File: src/rtl/cmd_uart_tx.sv
`default_nettype none
// ============================================================================
// Module   : cmd_uart_tx
// Brief    : Maps 3-bit motor command codes to ASCII 'a'..'e' and sends them
//            as UART 8N1, LSB first, with a one-deep latest-wins pending slot.
// Revision : 1.0 - initial release
// ============================================================================
module cmd_uart_tx #(
    parameter int CLK_FREQ        = 50_000_000,
    parameter int BAUD            = 115200,
    parameter int SUPPRESS_REPEAT = 1
) (
    input  logic       CLK,
    input  logic       RST,
    input  logic [2:0] CMD_STAT,
    input  logic       CMD_VALID,
    output logic       TX,
    output logic       BUSY,
    output logic       TX_DONE,
    output logic       CMD_ERR
);

    localparam int C_CLKS_PER_BIT = CLK_FREQ / BAUD;
    localparam int C_CNT_W        = (C_CLKS_PER_BIT > 1) ? $clog2(C_CLKS_PER_BIT) : 1;
    localparam logic [C_CNT_W-1:0] C_BAUD_LAST = C_CNT_W'(C_CLKS_PER_BIT - 1);

    localparam logic [1:0] S_IDLE  = 2'd0;
    localparam logic [1:0] S_START = 2'd1;
    localparam logic [1:0] S_DATA  = 2'd2;
    localparam logic [1:0] S_STOP  = 2'd3;

    logic [1:0]         r_state;
    logic [1:0]         w_state_next;
    logic [C_CNT_W-1:0] r_baud;
    logic [2:0]         r_idx;
    logic [2:0]         w_idx_next;
    logic [7:0]         r_shift;
    logic [7:0]         r_pend_byte;
    logic               r_pend_full;
    logic [2:0]         r_last_code;
    logic               r_tx;
    logic               r_cmd_err;

    logic               w_code_ok;
    logic [7:0]         w_byte;
    logic               w_repeat;
    logic               w_accept;
    logic               w_baud_last;
    logic               w_stop_end;
    logic               w_load;
    logic [7:0]         w_load_byte;
    logic               w_tx_next;

    always_comb begin
        w_code_ok = 1'b1;
        w_byte    = 8'h00;
        case (CMD_STAT)
            3'b001:  w_byte = 8'h61;
            3'b010:  w_byte = 8'h62;
            3'b011:  w_byte = 8'h63;
            3'b100:  w_byte = 8'h64;
            3'b101:  w_byte = 8'h65;
            default: w_code_ok = 1'b0;
        endcase
    end

    generate
        if (SUPPRESS_REPEAT != 0) begin : g_suppress
            assign w_repeat = (CMD_STAT == r_last_code);
        end else begin : g_no_suppress
            assign w_repeat = 1'b0;
        end
    endgenerate

    assign w_accept    = CMD_VALID & w_code_ok & ~w_repeat;
    assign w_baud_last = (r_baud == C_BAUD_LAST);
    assign w_stop_end  = (r_state == S_STOP) & w_baud_last;

    // State register
    always_ff @(posedge CLK or posedge RST) begin
        if (RST) r_state <= S_IDLE;
        else     r_state <= w_state_next;
    end

    // Next-state logic
    always_comb begin
        w_state_next = r_state;
        case (r_state)
            S_IDLE:  if (w_accept) w_state_next = S_START;
            S_START: if (w_baud_last) w_state_next = S_DATA;
            S_DATA:  if (w_baud_last && r_idx == 3'd7) w_state_next = S_STOP;
            S_STOP:  if (w_baud_last) w_state_next = (w_accept || r_pend_full) ? S_START : S_IDLE;
            default: w_state_next = S_IDLE;
        endcase
    end

    // Outputs and datapath controls; a fresh accept on the last stop clock beats the pending byte
    always_comb begin
        w_load      = ((r_state == S_IDLE) & w_accept) | (w_stop_end & (w_accept | r_pend_full));
        w_load_byte = w_accept ? w_byte : r_pend_byte;
        w_idx_next  = r_idx;
        if (r_state == S_START)
            w_idx_next = 3'd0;
        else if (r_state == S_DATA && w_baud_last)
            w_idx_next = r_idx + 3'd1;
        case (w_state_next)
            S_START: w_tx_next = 1'b0;
            S_DATA:  w_tx_next = r_shift[w_idx_next];
            default: w_tx_next = 1'b1;
        endcase
        BUSY    = (r_state != S_IDLE) | r_pend_full;
        TX_DONE = w_stop_end;
    end

    always_ff @(posedge CLK or posedge RST) begin
        if (RST) begin
            r_tx        <= 1'b1;
            r_cmd_err   <= 1'b0;
            r_baud      <= '0;
            r_idx       <= 3'd0;
            r_shift     <= 8'h00;
            r_pend_byte <= 8'h00;
            r_pend_full <= 1'b0;
            r_last_code <= 3'b000;
        end else begin
            r_tx      <= w_tx_next;
            r_cmd_err <= CMD_VALID & ~w_code_ok;
            r_idx     <= w_idx_next;
            if (w_state_next != r_state || r_state == S_IDLE || w_baud_last)
                r_baud <= '0;
            else
                r_baud <= r_baud + 1'b1;
            if (w_load)
                r_shift <= w_load_byte;
            if (w_accept)
                r_last_code <= CMD_STAT;
            if (w_stop_end && (w_accept || r_pend_full)) begin
                r_pend_full <= 1'b0;
            end else if (w_accept && r_state != S_IDLE) begin
                r_pend_full <= 1'b1;
                r_pend_byte <= w_byte;
            end
        end
    end

    assign TX      = r_tx;
    assign CMD_ERR = r_cmd_err;

endmodule
`default_nettype wire
File: config.mk
export PLATFORM = sky130hd
export DESIGN_NAME = cmd_uart_tx
export DESIGN_NICKNAME = d
export VERILOG_FILES = /design/src/rtl/cmd_uart_tx.sv
export SDC_FILE = /design/constraint.sdc
export NUM_CORES = 1
export LEC_CHECK = 0
export ABC_AREA = 1
export BUFFER_PORTS_ARGS = -buffer_cell sky130_fd_sc_hd__buf_4
export CORE_MARGIN = 4
export CORE_UTILIZATION = 64
export CTS_CLUSTER_SIZE = 12
export DETAILED_ROUTE_END_ITERATION = 10
export PLACE_DENSITY = 0.83
export SETUP_SLACK_MARGIN = 0.05
export SLEW_MARGIN = 20
export SYNTH_ARGS = -nofsm -noshare
export SYNTH_HDL_FRONTEND = slang
export SYNTH_SLANG_ARGS = --single-unit
File: constraint.sdc
create_clock -name CLK -period 4.14 [get_ports CLK]
set_input_delay 0.828 -clock CLK [delete_from_list [all_inputs] [get_ports CLK]]
set_output_delay 0.828 -clock CLK [all_outputs]
set_load 0.02 [all_outputs]
==> impl_results.md <==
* Status: completed
* First-pass GRT wire length at approximately 5200 um
* Grt total ovfl at 0
* Layout Skew at approximately 0.016 ns
* GPL Wtd Cong at ~0.85
* Hold Vio Cnt, Final at 0
* Compound-Gate Fraction of Synth Area at roughly 9%
* Nets at 229
* Largest net degree at the start of global routing at 29
* CTS max path bufs at 2
* Post-Syn Area at around 0.0016 mm^2
* Register area at 702 um^2
* Leakage power figure at ~0.92 nW
* Post-CTS sizing at 0
* Die X-Extent at a little under 60 um
* Post-CTS setup buffer count at 0
* TritonCTS buffer count at 3
* Crit Path Category: reg2out
* Count leader, synth: nand2_1
* Maxcap violations at 0
* Core area at around 0.0025 mm^2
* Core Util, Final at between 70% and 80%
* Post-synthesis cell type count at 28
* Top post-synthesis cells by area: dfrtp_1 (41%), nand2_1 (12%), inv_1 (7.6%), ha_1 (4.6%), nor2_1 (3.9%)
* Maximum fanout along the worst path at 4
* Multi-input gate area at 776 um^2
* FP Rows at 18
* Io pins at 10
* Worst setup margin at 1.69 ns
* XOR/XNOR share of the synthesized area at 1.61%
* Relative slew slack at 36.5%
* Critical Path End Type: primary output
* FFs w/ async S/R, synth at 100%
* Setup violators final at 0
* Via count at 1259
* Post-Synthesis Cells at roughly 200
* Starting Density at between 60% and 70%
* Wire per inst at approximately 12 um
* Synth warn at 0
* Crit path DAT at around 1.6 ns
* Via density at between 5 and 6
* Htree depth at 1
* Clock Latency Late Sink at 0.32 ns
* Post-synth EDFFs at 0
* F_max at 408 MHz
* Die Y at between 50 and 60 um
* DRC errors left at 0
* DRT iter0 DRCs at between 40 and 50
* Final ANT Viol Nets at 0
* Vias in the first global route at roughly 1200
* Avg Synthesized Cell Area at about 8 um^2
* Min-Delay Path Class: reg2reg
* Inserted Diodes at 0
* Syn nets at 216
* Setup TNS at 0 ns
* Yosys top cell area share at 41.3%
* PortBufs at 9
* Post-synth top flop: dfrtp_1
* DRT Pass-1 Iters at 4
* Proportion of layout cells with a drive suffix above 1 at about 17%
* Initial antenna violation count at 0
* Measured slew at the worst slew-check pin at around 0.95 ns
* Slew Limit Fails at 0
* Post-Synth Simple-Gate Area at roughly 32%
* Main combinational cell family by area after synthesis: simple AND/OR/NAND/NOR gates
* Power Density at between 200 and 300 mW/mm^2
* Root Buffer: clkbuf_4
* Post-synthesis adder-cell area fraction at between 4 and 5%
* Area Overhead vs Synth at 7.34%
* Post-synthesis mux area share at 0%
* Die area at 0.00343 mm^2
* Total global routing track utilization at around a fifth
* Routed wire length at ~2900 um
* RSZ-0062 raised after global routing: no
* Final period utilization at between 50% and 60%
* Crit path time final at 2.45 ns
* Largest area contributor in the synthesized netlist: dfrtp_1
* Dpl ws at about 2.0 ns
* DP Wirelength at 2310 um
* Clk slew on worst S/H paths at ~0.15 ns
* Startpoint type of the worst setup path: flip-flop
* Filler cells at roughly 190
* Synth top cells by count: nand2_1 (51), inv_1 (33), dfrtp_1 (27)
* Hold Buf Count CTS at 0
* Post-synthesis sequential area ratio at about 43%
* Peak VDD IR at ~0.21 mV
* CTS tree: yes
* CP required at 3.31 ns
* Worst hold slack at slightly above 0.5 ns
* Synthesis-stage register bit count at 28
* Clock sinks at 28
-- worst paths after layout --
check / slack, ns / start / end / cells past startpoint
worst max-delay path: 1.69 / r_baud[1] / TX_DONE / 7
max in group asynchronous: 3.10 / RST / r_pend_byte[2] / 2
worst min register to register: 0.51 / r_baud[0] / r_baud[0] / 1
min in group asynchronous: 0.58 / RST / CMD_ERR / 2
worst max register to register: 2.47 / r_baud[1] / TX / 14
worst min-delay path: 0.51 / r_baud[0] / r_baud[0] / 1
-- metrics by stage --
step           area (um^2)  cells  power, mW
2_1_floorplan         1640    204      0.363
5_1_grt               1760    246      0.519
3_3_place_gp          1730    242      0.377
4_1_cts               1760    246      0.492
6_report              1760    246      0.488
3_5_place_dp          1730    242      0.382
-- flip-flops by register name, indices dropped and copies added (netlist names), 2 cells and up --
register and cells:
r_pend_byte 4, r_shift 4, r_idx 3, r_last_code 3
r_baud 9, r_state 2
-- cell usage in the layout (no fill, tap or decap), types with 5 or more instances in the layout --
master	netlist	routed
a21oi_1	8	8
o211ai_1	5	5
nor2_1	17	17
nand2_1	51	51
inv_2	5	5
ha_1	6	6
nand2_2	6	6
dfrtp_1	27	27
buf_4	0	9
inv_1	33	32
nand3_1	9	9
o21ai_1	5	5
-- worst max-delay path, cell delays in order (launching register included) --
cell and delay [ns]:
dfrtp_1 0.42, inv_1 0.07, ha_1 0.14, nand2_1 0.12, nor2_8 0.15, nand2_4 0.09, nor2_4 0.14, buf_4 0.16
-- report_power, final --
group          switching (mW)  internal, mW  total (mW)  leakage (nW)
Clock                  0.0746        0.0376       0.112        0.0150
Combinational          0.0445        0.0248      0.0693         0.576
Sequential             0.0123         0.294       0.306         0.331
Total                   0.131         0.357       0.488         0.922
-- cell type report --
class | instances | area share [%]
multi-input combinational | 136 | 44.2
sequential | 28 | 40.0
inverter | 39 | 8.40
timing repair buffer | 9 | 3.85
tap | 30 | 2.14
clock buffer | 4 | 1.50
-- layer usage --
layer  global-route usage [%]  vias to the layer above  routed length [um]
met4                     6.80                        0                  26
met1                     23.7                      579                1320
met5                        0                        -                   0
met3                     4.17                        2                  53
li1                         -                      661                   -
met2                     35.1                       17                1450
-- cells by family (layout without fill, tap and decap cells) --
group,count (synthesis),after routing
AO/OA/AOI/OAI,24,24
XOR/XNOR,3,3
adder cells (fa/ha/maj),6,6
buffers and inverters,40,52
flip-flops,28,28
AND/OR/NAND/NOR,103,103
(Power assumes the default switching activity.)
